### src/rtl/fetch_pkg.sv
// rtl/fetch_pkg.sv - shared widths, PC step and buffer entry type for the fetch front end
package fetch_pkg;

    localparam int PC_W    = 32;
    localparam int INSTR_W = 32;

    localparam logic [PC_W-1:0] PC_STEP = 32'd4;

    // One buffered instruction paired with the address it was fetched from.
    typedef struct packed {
        logic [PC_W-1:0]    pc;
        logic [INSTR_W-1:0] instr;
    } fetch_entry_t;

endpackage

### src/rtl/fetch_fifo.sv
// rtl/fetch_fifo.sv - small synchronous FIFO of fetch entries with a single-cycle flush
//
// Ports:
//   clk, rst_n   clock, asynchronous active-low reset
//   flush        empties the FIFO; push/pop in the same cycle are ignored
//   push         write push_data at the tail (caller guarantees not full)
//   push_data    entry to write
//   pop          drop the head entry (caller guarantees not empty)
//   head         head entry, all zeros while empty
//   empty        no entries held
//   count        number of entries held (0..DEPTH)
module fetch_fifo
    import fetch_pkg::*;
#(
    parameter int  DEPTH = 2,
    localparam int AW    = $clog2(DEPTH),
    localparam int CW    = AW + 1
) (
    input  logic          clk,
    input  logic          rst_n,
    input  logic          flush,
    input  logic          push,
    input  fetch_entry_t  push_data,
    input  logic          pop,
    output fetch_entry_t  head,
    output logic          empty,
    output logic [CW-1:0] count
);

    fetch_entry_t  mem [DEPTH];
    logic [AW-1:0] rd_ptr;
    logic [AW-1:0] wr_ptr;
    logic [CW-1:0] cnt;

    always_ff @(posedge clk or negedge rst_n) begin
        if (!rst_n) begin
            rd_ptr <= '0;
            wr_ptr <= '0;
            cnt    <= '0;
        end else if (flush) begin
            rd_ptr <= '0;
            wr_ptr <= '0;
            cnt    <= '0;
        end else begin
            if (push) begin
                wr_ptr <= wr_ptr + AW'(1);
            end
            if (pop) begin
                rd_ptr <= rd_ptr + AW'(1);
            end
            cnt <= cnt + CW'(push) - CW'(pop);
        end
    end

    // Storage needs no reset: the head is masked to zero while empty.
    always_ff @(posedge clk) begin
        if (push && !flush) begin
            mem[wr_ptr] <= push_data;
        end
    end

    assign empty = (cnt == '0);
    assign count = cnt;
    assign head  = empty ? '0 : mem[rd_ptr];

endmodule

### src/rtl/fetch_unit.sv
// rtl/fetch_unit.sv - instruction fetch front end: PC, request credits, redirect flush, decode buffer
//
// Ports:
//   clk, rst_n                         clock, asynchronous active-low reset
//   redirect_valid, redirect_pc        load a new (word-aligned) PC, flush buffered/in-flight work
//   imem_req_valid/ready, imem_req_addr   fetch request to instruction memory
//   imem_rsp_valid, imem_rsp_data      in-order responses, never back-pressured
//   out_valid/ready, out_pc, out_instr    instruction stream toward decode
module fetch_unit
    import fetch_pkg::*;
#(
    parameter logic [31:0] RESET_PC = 32'h0000_0000,
    parameter int          DEPTH    = 2
) (
    input  logic        clk,
    input  logic        rst_n,
    input  logic        redirect_valid,
    input  logic [31:0] redirect_pc,
    output logic        imem_req_valid,
    input  logic        imem_req_ready,
    output logic [31:0] imem_req_addr,
    input  logic        imem_rsp_valid,
    input  logic [31:0] imem_rsp_data,
    output logic        out_valid,
    input  logic        out_ready,
    output logic [31:0] out_pc,
    output logic [31:0] out_instr
);

    localparam int CW = $clog2(DEPTH) + 1;

    logic [PC_W-1:0] pc;
    logic [CW-1:0]   credits;
    logic [CW-1:0]   drop_cnt;
    logic [CW-1:0]   credits_next;
    logic [CW:0]     credits_avail;

    logic            rsp_drop;
    logic            rsp_accept;
    logic            pop_fire;
    logic            req_fire;

    fetch_entry_t    infl_push_data;
    fetch_entry_t    infl_head;
    logic            infl_empty;
    logic [CW-1:0]   infl_count;

    fetch_entry_t    buf_push_data;
    fetch_entry_t    buf_head;
    logic            buf_empty;
    logic [CW-1:0]   buf_count;

    always_comb begin
        // A response arriving with a redirect is stale by definition.
        rsp_drop   = imem_rsp_valid && ((drop_cnt != '0) || redirect_valid);
        rsp_accept = imem_rsp_valid && !rsp_drop;
        pop_fire   = !buf_empty && out_ready && !redirect_valid;

        // Credits freed this cycle are reusable immediately so a slot can be
        // refilled in the same cycle decode drains it (full rate at k <= DEPTH-1).
        credits_avail  = {1'b0, credits} + (CW+1)'(pop_fire) + (CW+1)'(rsp_drop);
        imem_req_valid = rst_n && !redirect_valid && (credits_avail != '0);
        req_fire       = imem_req_valid && imem_req_ready;

        credits_next = credits + CW'(pop_fire) + CW'(rsp_drop)
                     + (redirect_valid ? buf_count : '0) - CW'(req_fire);

        infl_push_data       = '0;
        infl_push_data.pc    = pc;
        buf_push_data        = infl_head;
        buf_push_data.instr  = imem_rsp_data;
    end

    always_ff @(posedge clk or negedge rst_n) begin
        if (!rst_n) begin
            pc       <= RESET_PC & 32'hFFFF_FFFC;
            credits  <= CW'(DEPTH);
            drop_cnt <= '0;
        end else begin
            credits <= credits_next;
            if (redirect_valid) begin
                pc <= redirect_pc & 32'hFFFF_FFFC;
                // Everything still in flight becomes stale; a response landing
                // this cycle is already consumed by rsp_drop.
                drop_cnt <= drop_cnt + infl_count - CW'(imem_rsp_valid);
            end else begin
                if (req_fire) begin
                    pc <= pc + PC_STEP;
                end
                if (rsp_drop) begin
                    drop_cnt <= drop_cnt - CW'(1);
                end
            end
        end
    end

    // In-flight queue: PC of each live request, head matches the next live response.
    fetch_fifo #(.DEPTH(DEPTH)) u_inflight (
        .clk       (clk),
        .rst_n     (rst_n),
        .flush     (redirect_valid),
        .push      (req_fire),
        .push_data (infl_push_data),
        .pop       (rsp_accept),
        .head      (infl_head),
        .empty     (infl_empty),
        .count     (infl_count)
    );

    // Instruction buffer toward decode.
    fetch_fifo #(.DEPTH(DEPTH)) u_buffer (
        .clk       (clk),
        .rst_n     (rst_n),
        .flush     (redirect_valid),
        .push      (rsp_accept),
        .push_data (buf_push_data),
        .pop       (pop_fire),
        .head      (buf_head),
        .empty     (buf_empty),
        .count     (buf_count)
    );

    assign imem_req_addr = pc;
    assign out_valid     = !buf_empty;
    assign out_pc        = buf_head.pc;
    assign out_instr     = buf_head.instr;

    // A live response always has a matching in-flight entry.
    always_ff @(posedge clk) begin
        if (rst_n) begin
            assert (!(rsp_accept && infl_empty));
        end
    end

endmodule

### config.mk
export PLATFORM = sky130hd
export DESIGN_NAME = fetch_unit
export DESIGN_NICKNAME = d
export VERILOG_FILES = /design/src/rtl/fetch_pkg.sv /design/src/rtl/fetch_fifo.sv /design/src/rtl/fetch_unit.sv
export SDC_FILE = /design/constraint.sdc
export NUM_CORES = 1
export LEC_CHECK = 0
export CORE_MARGIN = 2
export CORE_UTILIZATION = 53
export CTS_CLUSTER_DIAMETER = 30
export DETAILED_ROUTE_END_ITERATION = 8
export PLACE_DENSITY = 0.8
export SYNTH_ARGS = -nofsm -noshare
export SYNTH_HDL_FRONTEND = slang
export SYNTH_SLANG_ARGS = --single-unit
### constraint.sdc
create_clock -name clk -period 7.47 [get_ports clk]
set_clock_uncertainty 0.05 [all_clocks]
set_input_delay 1.494 -clock clk [delete_from_list [all_inputs] [get_ports clk]]
set_output_delay 1.494 -clock clk [all_outputs]
set_load 0.02 [all_outputs]
==> run metrics <==
area delta synth->final=32.60%; ys async rst share=0.1842; clock power share=0.404; largest net degree at the start of global routing=65; DRT Pass-1 Iters=5; RR Startpoint=drop_cnt[0]$_DFFE_PN0P_; vias in the first global route=between 6,000 and 7,000; status=complete, no violations; sequential cell area fraction in the yosys report=0.6910; Final #Nets=950; first-pass GRT wire length=between 30,000 and 40,000 um; row count=~50; Worst Tran Pin Value=roughly 1.1 ns; hold depth=1; mean area per synthesized cell=roughly 14 um2; XOR/XNOR Fraction of Synth Area=0.01550; RSZ-0062 raised after global routing=no; multi-input logic area=~2800 um2; Vert. Die Dim=138.6 um; worst hold start=credits[0]$_DFF_PN0_; r2r setup slk=just over 3 ns; Syn Std Cell Area=approximately 9600 um2; RR Endpoint=credits[1]$_DFF_PN1_; Final setup viols=0; GRT met2 Usage=0.3562; cell type with the largest total area after synthesis=edfxtp_1; switching part of the total=0.2827; Worst Setup Start Kind=input port; Post-Synth Simple-Gate Area=0.1075; core box area=approximately 18,000 um2; # Post-CTS Setup Buffers=0; Iter 0 DRT Violations=between 400 and 500; Synth Area in Adders=0.01772; M3 GR Usage=0.04834; synth warn=0; compound-cell area share of the yosys netlist=0.04637; Hold Path End=credits[0]$_DFF_PN0_; Num CTS Buffers=38; share of cells above drive strength 1=0.1049; CTS Root Cell=clkbuf_16; Die W=around 140 um; Fill cells=between 1,000 and 1,500; busiest layer in global routing=met2; Crit Path Class=in -> out; antenna violations before repair=0; Max Fanout on Critical Path=52; max-slew violation count=0; vias per inst=5.572; Yosys top cell area share=0.5815; share of power burned in registers=0.395; Fmax=177.3 MHz; Netlist cell types=53; clock-pin slew on the worst setup and hold paths=about 0.05 ns; area occupied by registers=approximately 6600 um2; top post-synthesis cells by area=edfxtp_1 58%, dfrtp_1 11%, mux2i_1 9.8%, nor2_1 4.4%, ha_1 1.6%; Worst Hold Class=reg -> reg; Worst-Skew Late Latency=a little over 0.5 ns; Max IR drop VDD=0.0001948 V; total congestion overflow=0; RePlAce Congestion=~0.87; DRT Wirelength=20,480 um; sw power=between 1 and 1.5 mW; CTS sink cnt=approximately 230; Power Dens Cells=approximately 330 nW/um2; M1 GR Usage=0.2772; DRC viols=0; Final Instance Count excl. Fillers=approximately 1,100; register bit total from synthesis=approximately 230; min cycle time layout=around 5.6 ns; Post-synth EDFFs=between 150 and 200; # port buffers=about 160; Critical Path End Type=output pin; Crit path arrival time=about 4.1 ns; I/O Pins=~170; Initial Utilization=0.5366; ant diodes=0; Setup TNS=0 ns; ys flop type=edfxtp_1; Finished Core Util=0.7115; HPWL Detailed=12,700 um; maximum clock insertion buffer count=3; worst path required time=approximately 6 ns; hold_buf cts=0; CTS tree=yes; htree depth=2; full die area=approximately 19,000 um2; worst r2r path cells=19; Max Cap Viol=0; Slew HR=0.2342; post-CTS sizing=0; static leakage=about 4.4 nW; placed cell count=around 1,100; mux cell area share after synthesis=0.09795; period utilization=0.7552; internal power=between 3 and 4 mW; main combinational cell family by area after synthesis=simple AND/OR/NAND/NOR gates; Post-Syn Instances=687; Total GRT Usage=0.2126; Hold Slack=slightly above 0.5 ns; Gate power share=0.201; Hold Fails Final Rpt=0; routed length per placed instance=18.21 um; routed vias=6,268; Final ANT Viol Nets=0
==> power groups by stage <==
| stage | clock (mW) | combinational, mW | sequential, mW |
|---|---|---|---|
| 2_1_floorplan | 0 | 0.539 | 1.64 |
| 3_3_place_gp | 0 | 0.819 | 1.68 |
| 3_5_place_dp | 0 | 0.851 | 1.69 |
| 4_1_cts | 1.73 | 0.857 | 1.67 |
| 5_1_grt | 1.79 | 0.918 | 1.68 |
| 6_report | 1.71 | 0.849 | 1.67 |
==> how the worst max path moves through the flow <==
stage | endpoint | cells after the start | slack [ns] | startpoint
6_report | imem_req_valid | 10 | 1.83 | redirect_valid
3_3_place_gp | imem_req_valid | 10 | 1.93 | redirect_valid
5_1_grt | imem_req_valid | 10 | 1.62 | redirect_valid
4_1_cts | imem_req_valid | 10 | 1.83 | redirect_valid
2_1_floorplan | u_buffer.mem[0][0]$_DFFE_PP_ | 4 | 0.46 | redirect_valid
3_5_place_dp | credits[1]$_DFF_PN1_ | 18 | 1.78 | redirect_valid
==> synthesized netlist by cell type, drive strengths merged (2+ instances only) <==
cell type and n:
edfxtp 186, nor2 116, mux2i 94, dfrtp 41, nand2 39, nand3 25, buf 19, clkbuf 17
inv 17, o211ai 17, o21ai 16, ha 12, xnor2 12, nand4 9, o311ai 8, a21oi 6
and2 5, nor3 5, xor2 5, a221o 4, or3 4, a22oi 3, a31oi 3, nor4 3
a21o 2, a32oi 2, nor2b 2, or4 2
==> routing by layer <==
layer	share of wire	vias up
met5	0	-
met4	0.028	0
met3	0.076	54
met2	0.49	298
met1	0.41	3017
li1	-	2899
==> registers in the layout, indices dropped and copies added (netlist names) <==
name,cells
credits,2
drop_cnt,2
u_buffer.count,2
u_buffer.mem,126
u_buffer.wr_ptr,1
imem_req_addr,30
u_inflight.count,2
u_inflight.mem,60
u_inflight.rd_ptr,1
u_inflight.wr_ptr,1
u_buffer.rd_ptr,1
==> critical path, cell delays in order <==
cell	delay, ns
buf_2	0.09
buf_4	0.47
o21ai_1	0.34
xnor2_1	0.21
ha_1	0.19
o21bai_1	0.15
ha_1	0.30
nor3_1	0.06
nor3b_1	0.17
clkdlybuf4s50_1	0.63
==> metrics by stage <==
step	setup slack [ns]	area, um2	power, mW
after global placement	1.934	11460	2.501
after floorplan	0.4568	9617	2.176
after CTS	1.833	12740	4.259
after detailed placement	1.779	11460	2.542
final	1.828	12740	4.223
after global routing	1.616	12740	4.393
==> area by class of cell <==
| class | instances | area share |
|---|---|---|
| Timing Repair Buffer | 173 | 0.1332 |
| Tap cell | 229 | 0.02250 |
| Multi-Input combinational cell | 409 | 0.2176 |
| Clock buffer | 44 | 0.07809 |
| Inverter | 17 | 0.005010 |
| Clock inverter | 25 | 0.02210 |
| Sequential cell | 228 | 0.5215 |
==> cell usage in the layout, fill, tap and decap left out, types with 3 or more instances in the layout <==
cell type	synthesis	layout
edfxtp_1	186	186
clkdlybuf4s50_1	0	161
nor2_1	113	110
mux2i_1	94	94
nand2_1	39	39
clkbuf_16	0	39
dfrtp_1	41	39
nand3_1	20	20
o211ai_1	17	17
inv_1	16	16
xnor2_1	12	12
ha_1	12	12
o21ai_1	11	11
buf_4	4	10
nand4_1	8	8
o311ai_1	8	8
a21oi_1	6	6
inv_6	0	6
xor2_1	5	5
o21ai_0	5	5
nand3_2	5	5
clkbuf_1	17	5
nor3_1	5	4
or3_1	4	4
a221o_1	4	4
conb_1	1	4
clkinv_1	0	4
clkinv_4	0	4
bufinv_16	0	4
nor2_4	2	3
nor2_2	1	3
a31oi_1	3	3
a22oi_1	3	3
inv_8	0	3
==> kinds of logic after synthesis <==
kind of cell | count (synthesis)
xor gates and xnor gates | 17
muxes | 94
DFF | 228
adders and majority gates | 13
AOI/OAI and AO/OA | 64
buffers and inverters | 53
and+or+nand+nor | 217
other | 1
Note: power is estimated with default switching activity, not from simulation.
